===== src/rtl/pulse_gen_pkg.sv =====
// Shared definitions for the multi-channel pulse generator: config select
// codes, control-word bit positions and a channel-index width helper.
package pulse_gen_pkg;

  typedef enum logic [1:0] {
    CFG_PERIOD = 2'd0,
    CFG_WIDTH  = 2'd1,
    CFG_PHASE  = 2'd2,
    CFG_CTRL   = 2'd3
  } cfg_sel_e;

  localparam int unsigned CTRL_EN_BIT  = 0;
  localparam int unsigned CTRL_INV_BIT = 1;

  // Width of the channel index; at least one bit even for a single channel.
  function automatic int unsigned ch_idx_w(input int unsigned n);
    return (n > 1) ? $clog2(n) : 1;
  endfunction

endpackage


===== src/rtl/pulse_gen_channel.sv =====
// One pulse channel: shadow/active period, width and phase registers,
// free-running counter and a registered output.
module pulse_gen_channel
  import pulse_gen_pkg::*;
#(
  parameter int unsigned      CNT_W      = 32,
  parameter logic [CNT_W-1:0] RST_PERIOD = CNT_W'(4),
  parameter logic [CNT_W-1:0] RST_WIDTH  = CNT_W'(1),
  parameter logic             RST_EN     = 1'b1
) (
  input  logic             clk,
  input  logic             rst_n,
  input  logic             wr_period,
  input  logic             wr_width,
  input  logic             wr_phase,
  input  logic             wr_ctrl,
  input  logic [CNT_W-1:0] wr_data,
  input  logic             sync_start,
  output logic             ch_out
);

  logic [CNT_W-1:0] cnt_q, cnt_d;
  logic [CNT_W-1:0] p_act_q, p_act_d, w_act_q, w_act_d, ph_act_q, ph_act_d;
  logic [CNT_W-1:0] p_sh_q, p_sh_d, w_sh_q, w_sh_d, ph_sh_q, ph_sh_d;
  logic             en_q, en_d, inv_q, inv_d, ch_q, ch_d;
  logic             wrap, apply;
  logic [CNT_W-1:0] ph_apply;

  // Next-state: shadow capture, active update on wrap/sync/disabled, counter, output
  always_comb begin
    p_sh_d  = wr_period ? wr_data : p_sh_q;
    w_sh_d  = wr_width  ? wr_data : w_sh_q;
    ph_sh_d = wr_phase  ? wr_data : ph_sh_q;
    en_d    = wr_ctrl   ? wr_data[CTRL_EN_BIT]  : en_q;
    inv_d   = wr_ctrl   ? wr_data[CTRL_INV_BIT] : inv_q;

    // Apply uses the _d shadows so a write coinciding with wrap/sync lands in it.
    wrap     = en_q && (cnt_q == p_act_q);
    apply    = sync_start || !en_q || wrap;
    ph_apply = (ph_sh_d > p_sh_d) ? '0 : ph_sh_d;

    p_act_d  = apply ? p_sh_d   : p_act_q;
    w_act_d  = apply ? w_sh_d   : w_act_q;
    ph_act_d = apply ? ph_apply : ph_act_q;

    if (sync_start || !en_q) begin
      cnt_d = ph_apply;
    end else if (wrap) begin
      cnt_d = '0;
    end else begin
      cnt_d = cnt_q + CNT_W'(1);
    end

    ch_d = en_q && ((cnt_q < w_act_q) ^ inv_q);
  end

  // State registers with asynchronous reset to the power-on configuration
  always_ff @(posedge clk or negedge rst_n) begin
    if (!rst_n) begin
      cnt_q    <= '0;
      p_act_q  <= RST_PERIOD;
      w_act_q  <= RST_WIDTH;
      ph_act_q <= '0;
      p_sh_q   <= RST_PERIOD;
      w_sh_q   <= RST_WIDTH;
      ph_sh_q  <= '0;
      en_q     <= RST_EN;
      inv_q    <= 1'b0;
      ch_q     <= 1'b0;
    end else begin
      cnt_q    <= cnt_d;
      p_act_q  <= p_act_d;
      w_act_q  <= w_act_d;
      ph_act_q <= ph_act_d;
      p_sh_q   <= p_sh_d;
      w_sh_q   <= w_sh_d;
      ph_sh_q  <= ph_sh_d;
      en_q     <= en_d;
      inv_q    <= inv_d;
      ch_q     <= ch_d;
    end
  end

  assign ch_out = ch_q;

endmodule


===== src/rtl/multi_channel_pulse_gen.sv =====
// NUM_CH-channel programmable pulse generator: config write decode,
// cfg_err generation and the per-channel generators.
module multi_channel_pulse_gen
  import pulse_gen_pkg::*;
#(
  parameter int unsigned      NUM_CH      = 10,
  parameter int unsigned      CNT_W       = 32,
  parameter logic [CNT_W-1:0] RST_PERIOD  = CNT_W'(4),
  parameter logic [CNT_W-1:0] RST_WIDTH   = CNT_W'(1),
  parameter logic [31:0]      RST_EN_MASK = 32'd1
) (
  input  logic                          clk_100MHz,
  input  logic                          RSTN,
  input  logic                          cfg_we,
  input  logic [ch_idx_w(NUM_CH)-1:0]   cfg_ch,
  input  logic [1:0]                    cfg_sel,
  input  logic [CNT_W-1:0]              cfg_data,
  input  logic                          sync_start,
  output logic                          cfg_err,
  output logic [NUM_CH-1:0]             CH
);

  localparam int unsigned CH_W = ch_idx_w(NUM_CH);

  logic ch_ok;
  logic sel_period, sel_width, sel_phase, sel_ctrl;
  logic cfg_err_q, cfg_err_d;

  // Decode the write strobe into per-field selects; reject out-of-range channels
  always_comb begin
    ch_ok      = 32'(cfg_ch) < NUM_CH;
    sel_period = 1'b0;
    sel_width  = 1'b0;
    sel_phase  = 1'b0;
    sel_ctrl   = 1'b0;
    if (cfg_we && ch_ok) begin
      case (cfg_sel_e'(cfg_sel))
        CFG_PERIOD: sel_period = 1'b1;
        CFG_WIDTH:  sel_width  = 1'b1;
        CFG_PHASE:  sel_phase  = 1'b1;
        default:    sel_ctrl   = 1'b1;
      endcase
    end
    cfg_err_d = cfg_we && !ch_ok;
  end

  // Registered one-cycle error pulse
  always_ff @(posedge clk_100MHz or negedge RSTN) begin
    if (!RSTN) begin
      cfg_err_q <= 1'b0;
    end else begin
      cfg_err_q <= cfg_err_d;
    end
  end

  assign cfg_err = cfg_err_q;

  for (genvar i = 0; i < NUM_CH; i++) begin : g_ch
    pulse_gen_channel #(
      .CNT_W      (CNT_W),
      .RST_PERIOD (RST_PERIOD),
      .RST_WIDTH  (RST_WIDTH),
      .RST_EN     (RST_EN_MASK[i])
    ) u_ch (
      .clk        (clk_100MHz),
      .rst_n      (RSTN),
      .wr_period  (sel_period && (cfg_ch == CH_W'(i))),
      .wr_width   (sel_width  && (cfg_ch == CH_W'(i))),
      .wr_phase   (sel_phase  && (cfg_ch == CH_W'(i))),
      .wr_ctrl    (sel_ctrl   && (cfg_ch == CH_W'(i))),
      .wr_data    (cfg_data),
      .sync_start (sync_start),
      .ch_out     (CH[i])
    );
  end

endmodule


===== config.mk =====
export PLATFORM = sky130hd
export DESIGN_NAME = multi_channel_pulse_gen
export DESIGN_NICKNAME = d
export VERILOG_FILES = /design/src/rtl/pulse_gen_pkg.sv /design/src/rtl/pulse_gen_channel.sv /design/src/rtl/multi_channel_pulse_gen.sv
export SDC_FILE = /design/constraint.sdc
export NUM_CORES = 2
export LEC_CHECK = 0
export BUFFER_PORTS_ARGS = -buffer_cell sky130_fd_sc_hd__buf_4
export CAP_MARGIN = 20
export CORE_MARGIN = 2
export CORE_UTILIZATION = 60
export DETAILED_ROUTE_END_ITERATION = 6
export MAX_ROUTING_LAYER = met4
export PLACE_DENSITY = 0.76
export RECOVER_POWER = 50
export SYNTH_ARGS = -nofsm -noshare
export SYNTH_HDL_FRONTEND = slang
export SYNTH_HIERARCHICAL = 1
export SYNTH_SLANG_ARGS = --single-unit

===== constraint.sdc =====
create_clock -name clk_100MHz -period 2.75 [get_ports clk_100MHz]
set_input_delay 0.1375 -clock clk_100MHz [delete_from_list [all_inputs] [get_ports clk_100MHz]]
set_output_delay 0.1375 -clock clk_100MHz [all_outputs]
set_load 0.02 [all_outputs]

; ---- Yosys cells after proc, flatten, opt, wreduce, memory -nomap -nowiden
; Index checks and enable logic that the tools add are counted.
[op_classes]
bitwise = 10
magnitude_cmp = 21
n_eq_ne = 21
mux = 68
reduce_logical = 96
add_sub_neg = 10
[ops]
columns = operator, n
row1 = $mux W32, 60
row2 = $add A32 B1 Y32 const B, 10
row3 = $eq A32 B32 Y1, 10
row4 = $gt A32 B32 Y1, 10
row5 = $lt A32 B32 Y1, 10
row6 = $logic_and A1 B1 Y1, 62
row7 = $logic_or A1 B1 Y1, 20
row8 = $eq A4 B3 Y1 const B, 4
row9 = $logic_not A1 Y1, 11
row10 = $xor A1 B1 Y1, 10
row11 = $eq A4 B2 Y1 const B, 2
row12 = $eq A4 B4 Y1 const B, 2
row13 = $mux W1, 8
row14 = $eq A4 B1 Y1 const B, 1
row15 = $logic_not A4 Y1, 1
row16 = $lt A4 B4 Y1 const B, 1
row17 = $reduce_or A3 Y1, 1
row18 = $eq A2 B1 Y1 const B, 1
row19 = $eq A2 B2 Y1 const B, 1
row20 = $logic_not A2 Y1, 1
[totals]
inputBits = 42
elab_cells = 317
out_inout_bits = 11
register_bits = 1951

; ---- Logic depth before layout (Yosys ltp)
[logic_depth]
word_depth = 8
ltp_mapped = 16
ltp_nobuf = 11

; ---- Cells and area by module
; The synthesis kept the hierarchy.
[by_module_without_submodules]
columns = module, cells_each, n_inst, area_each_um2, seq_area_each_um2
row1 = pulse_gen_channel at g_ch[1].u_ch ..., 844, 9, 9733.1, 4884.7
row2 = pulse_gen_channel at g_ch[0].u_ch, 844, 1, 9734.3, 4885.9
row3 = multi_channel_pulse_gen, 72, 1, 493.0, 25.0

; ---- Worst setup path before layout
; Ideal clock, no wire load.
[synth_timing]
path_type = in2reg
start = input port cfg_sel[1]
end = register g_ch[3].u_ch.cnt_q[28]
n_path_buf = 4
setup_slack_ps = -731
t_arrival_ps = 3407
required_ps = 2676
path_stages = 15
path_cell_list = buf_2 -> or4b_4 -> nor2_1 -> clkbuf_1 -> buf_1 -> mux2_2 -> inv_1 -> ha_1 -> a211oi_2 -> a211oi_1 -> o31a_1 -> o41ai_4 -> buf_6 -> nand3_1 -> o21ai_2
[synth_via]
elab_chain_len = 8
[synth_rtl]
columns = item, line_no
row1 = from (decl), multi_channel_pulse_gen.sv:16  ; input logic [1:0] cfg_sel,
row2 = $logic_not A2 Y1, multi_channel_pulse_gen.sv:37  ; case (cfg_sel_e'(cfg_sel))
row3 = $mux W1, multi_channel_pulse_gen.sv:37
row4 = $mux W1, multi_channel_pulse_gen.sv:36  ; if (cfg_we && ch_ok) begin
row5 = $logic_and A1 B1 Y1, multi_channel_pulse_gen.sv:67  ; .wr_period (sel_period && (cfg_ch == CH_W'(i))),
row6 = $mux W32, pulse_gen_channel.sv:31  ; p_sh_d = wr_period ? wr_data : p_sh_q;
row7 = named net g_ch[3].u_ch.p_sh_d[18], pulse_gen_channel.sv:24  ; logic [CNT_W-1:0] p_sh_q, p_sh_d, w_sh_q, w_sh_d, ph_sh_q, ph_sh_d;
row8 = $gt A32 B32 Y1, pulse_gen_channel.sv:40  ; ph_apply = (ph_sh_d > p_sh_d) ? '0 : ph_sh_d;
row9 = $mux W32, pulse_gen_channel.sv:40
row10 = $mux W32, pulse_gen_channel.sv:46  ; if (sync_start || !en_q) begin
row11 = named net g_ch[3].u_ch.cnt_d[28], pulse_gen_channel.sv:22  ; logic [CNT_W-1:0] cnt_q, cnt_d;
row12 = to (signal assigned), pulse_gen_channel.sv:71  ; cnt_q <= cnt_d;
row13 = to (decl), pulse_gen_channel.sv:22
; The timed path passes the listed nets, and every way through them passes these cells.
; A chain may end at the register's enable or synchronous reset.

; ---- Worst setup path after layout
[layout_timing]
start = input port cfg_sel[1]
end = register g_ch[2].u_ch.cnt_q[21]
[layout_via]
elab_chain_len = 8
[layout_rtl]
columns = item, line_no
row1 = $logic_not A2 Y1, multi_channel_pulse_gen.sv:37
row2 = $mux W1, multi_channel_pulse_gen.sv:37
row3 = $mux W1, multi_channel_pulse_gen.sv:36
row4 = $logic_and A1 B1 Y1, multi_channel_pulse_gen.sv:67
row5 = $mux W32, pulse_gen_channel.sv:31
row6 = named net g_ch[2].u_ch.p_sh_d[21], pulse_gen_channel.sv:24
row7 = $gt A32 B32 Y1, pulse_gen_channel.sv:40
row8 = $mux W32, pulse_gen_channel.sv:40
row9 = $mux W32, pulse_gen_channel.sv:46
row10 = named net g_ch[2].u_ch.cnt_d[21], pulse_gen_channel.sv:22
row11 = to (signal assigned), pulse_gen_channel.sv:71
row12 = to (decl), pulse_gen_channel.sv:22
; The timed path passes the listed nets, and every way through them passes these cells.

==> reports/metrics.yaml <==
global_route:
  grt_pass1_vias: 74049
  grt_util_all_layers: 0.345
  grt_overflow_total: 0
  largest_net_degree_at_the_start_of_global_routing: 139
  grt_first_pass_wirelength_mm: 433
  grt_antenna_before_repair: 21
yosys:
  post_synth_num_cell_types: 62
  postSynthAreaPerCell_um2: 11.5
  synthFlopType: "dfrtp_1"
  post_synth_net_total: 9194
  post_synthesis_sequential_area_ratio: 0.500
  yosys_register_bits: 1951
  synth_top_cell_area_share: 0.489
  post-synth-top-area-cell: "dfrtp_1"
  ys.warnings.count: 6
  biggest_area_contributors_in_the_synthesized_netlist: "dfrtp_1 49%, mux2_2 11%, ha_1 8.2%"
  postSynthCellCount: 8512
  synth_area_um2: 97800
  synth_enable_flop_cells: 0
  async_reset_ff_frac: 1.00
final_layout:
  layout-drive-gt1-share: 0.327
  final-seq-area_um2: 48900
  fillers: 10137
  multi_input_area_um2: 47600
  mostFrequentLayoutCells: "1,910 x dfrtp_1, 1,017 x buf_4, 882 x mux2_2"
  final_cell_count_no_fill: 12095
  layout.cells.most_common: "dfrtp_1"
  final_core_density: 0.753
  nets: 10415
  final_cell_area_um2: 122000
  area_growth_syn_to_fin_pct: 25.1
sta:
  maxClockFrequency_mhz: 339
  layout_min_cycle_time_ns: 2.95
  finalClockSkew_ns: 0.0300
  hold_viol_final: 0
  min_period_over_period: 1.07
  final_worst_setup_slack_ns: -0.203
  worstMarginPinSlew_ns: 1.55
  max_slew_margin: -0.0336
  slew_violations: 150
  rsz0062_at_grt: "true"
  setup_viol: 120
critical_path:
  timing.critical_path.arrival_ns: 3.72
  r2r_slack_ns: 0.05
  worstPathBufferInverterCount: 7
  crit_path_start_kind: "primary input"
  maximum_fanout_along_the_worst_path: 9
  timing.critical_path.cells: "buf_8 -> or4b_4 -> buf_6 -> nor2_4 -> buf_6 -> clkbuf_16 -> mux2_4 -> inv_4 -> ha_4 -> a211oi_2 -> nor2_1 -> o31a_1 -> o41ai_4 -> buf_4 -> buf_8 -> nand3_1 -> o21ai_1"
  cpPeakStageDelay_ns: 0.59
  cp.required_ns: 3.51
  critPathTopFamily: "buffers and inverters"
  crit_path_end_kind: "register"
  setup.worst_path.class: "primary input to register"
  cp_slowest_cell: "or4b_4"
clock_tree:
  worstSkewPairLatency_ns: 0.87
  tritoncts_clock_tree: "built"
  clk_pin_slew_ns: 0.06
  htreeDepth: 4
  clock_sinks: 1951
  clock_tree.buffer_depth: 3
  clockRootBuffer: "clkbuf_16"
  cts-buffers-inserted: 200
routing:
  routed_wire_length_per_instance_um: 24.1
  drt-total-wl_mm: 291
  route.antenna.remaining_nets: 0
  detailroute.via_count: 72339
  drt_drc_violations_left: 0
  route.detailed.vias_per_inst: 5.98
  drtIter0Drc: 6399
  detailedRoute.firstPassIterationCount: 5
placed_design:
  gp_routability_congestion: 0.962
  detailedPlacementHpwl_mm: 194
  dpl_cell_area_um2: 112000
  place.port_buffers: 52
  placed_cells_incl_taps: 11508
  placement_stage_worst_setup_slack_ns: -0.980
power_and_ir_drop:
  total_switching_power_mw: 29.7
  clkPwrFrac: 0.318
  intPower_mw: 63.4
  vdd_drop_max_v: 0.000719
  power_density_nw_per_um2: 761
  p_seq_frac: 0.393
  netSwitchingFraction: 0.319
  power.static_leakage_nw: 57.1
  pwr-share-comb: 0.289
floorplan:
  design.core.area_um2: 162000
  start_util: 0.602
  placement_rows: 148
  fp.dieArea_um2: 166000
  io_pins: 53
  fp.dieW_um: 408
  die_h_um: 408
worst_hold_path:
  min-delay-path-class: "primary input to register"
job:
  timing.max_cap.violations: 1
run_status:
  failing_checks: "max-capacitance violations, max-slew violations, negative setup slack"
  status: "finished with violations"
==> Yosys cell counts, drive strengths merged (60+ instances only) <==
master / count
a21oi: 520
mux2: 1300
nand2: 232
xor2: 130
clkbuf: 71
inv: 701
xnor2: 490
nor4: 68
a21o: 60
ha: 640
dfrtp: 1910
buf: 258
o21ai: 360
nand3: 510
nand4: 241
nor2: 538
==> timing repair <==
| item | in CTS | in global routing |
|---|---|---|
| pin swaps | 1 | 64 |
| hold buffers | 48 | 0 |
| cloned | 0 | 38 |
| endpoints found under the setup margin | 68 | 309 |
| resized for setup | 5 | 267 |
| endpoints found under the hold margin | 2413 | 0 |
| buffers inserted | 2 | 110 |
==> cells by family (layout without fill, tap and decap cells) <==
kind of cell             after synthesis  after routing  share of synthesized area
buffers and inverters               1030           2428                     0.0460
AO/OA/AOI/OAI                       1121           1121                     0.0685
other                                  0             10                          0
adder cells (fa/ha/maj)              640            640                     0.0819
flip-flops                          1951           1951                      0.500
XOR/XNOR                             620            620                     0.0555
multiplexers                        1320           1320                      0.152
AND/OR/NAND/NOR                     1830           1830                     0.0968
==> worst paths after layout <==
check,cells after the start,start,end
worst max-delay path,17,cfg_sel[1],g_ch[2].u_ch/cnt_q[21]
worst min-delay path,5,cfg_sel[1],g_ch[3].u_ch/p_sh_q[20]
worst max register to register,8,g_ch[2].u_ch/cnt_q[17],g_ch[2].u_ch/p_act_q[12]
worst min register to register,1,g_ch[4].u_ch/w_act_q[27],g_ch[4].u_ch/w_act_q[27]
max in group asynchronous,3,RSTN,g_ch[2].u_ch/p_sh_q[0]
min in group asynchronous,3,RSTN,g_ch[0].u_ch/w_sh_q[12]
==> metrics by stage <==
stage / hold slack, ns / total power [mW] / TNS [ns]
after detailed placement: 0.0882 / 61.4 / -254.40
after floorplan: -0.158 / 51.2 / -71.48
after CTS: 0.000241 / 91.5 / 0
after global routing: 0.00531 / 97.2 / -15.95
after global placement: 0.0883 / 60.3 / -241.44
final: 0.00547 / 93.1 / -6.83
==> sequential cells by signal (all words and copies together) (netlist names) <==
| signal | flops |
|---|---|
| g_ch.u_ch/cnt_q | 320 |
| g_ch.u_ch/p_act_q | 320 |
| cfg_err | 1 |
| g_ch.u_ch/w_sh_q | 320 |
| g_ch.u_ch/w_act_q | 320 |
| g_ch.u_ch/ph_sh_q | 320 |
| g_ch.u_ch/en_q | 10 |
| g_ch.u_ch/inv_q | 10 |
| g_ch.u_ch/p_sh_q | 320 |
| g_ch.u_ch/ch_out | 10 |
==> worst register-to-register path, delay by kind of cell (launching register included) <==
kind            cells  cell delay, ns
compound gates      2            0.53
xor+xnor            1            0.34
buf+inv             2            0.42
flops               1            0.49
simple gates        3            0.85
==> area by class of cell <==
type | instances | share of cell area
flip-flops and latches | 1951 | 0.399
multi-input cells | 5531 | 0.389
repair buffers | 1348 | 0.108
clock buffers | 296 | 0.0490
well taps | 2175 | 0.0222
inverters | 701 | 0.0219
clock inverters | 83 | 0.0102
diodes | 10 | 0.000205
==> power groups by stage <==
stage / logic, mW / registers, mW / clock network (mW)
floorplan: 15.3 / 35.9 / 0
global placement: 23.6 / 36.7 / 0
detailed placement: 24.5 / 36.9 / 0
CTS: 25.0 / 36.5 / 29.9
global route: 29.0 / 37.0 / 31.1
finish: 26.9 / 36.6 / 29.6
==> per-layer routing <==
metal  share of wire  GRT usage  up-vias
li1                -          -    32148
met1            0.41      0.455    36899
met2            0.47      0.541     2553
met3           0.064     0.0482      739
met4           0.051      0.142        0
met5               0          -        -
(Power assumes the default switching activity.)
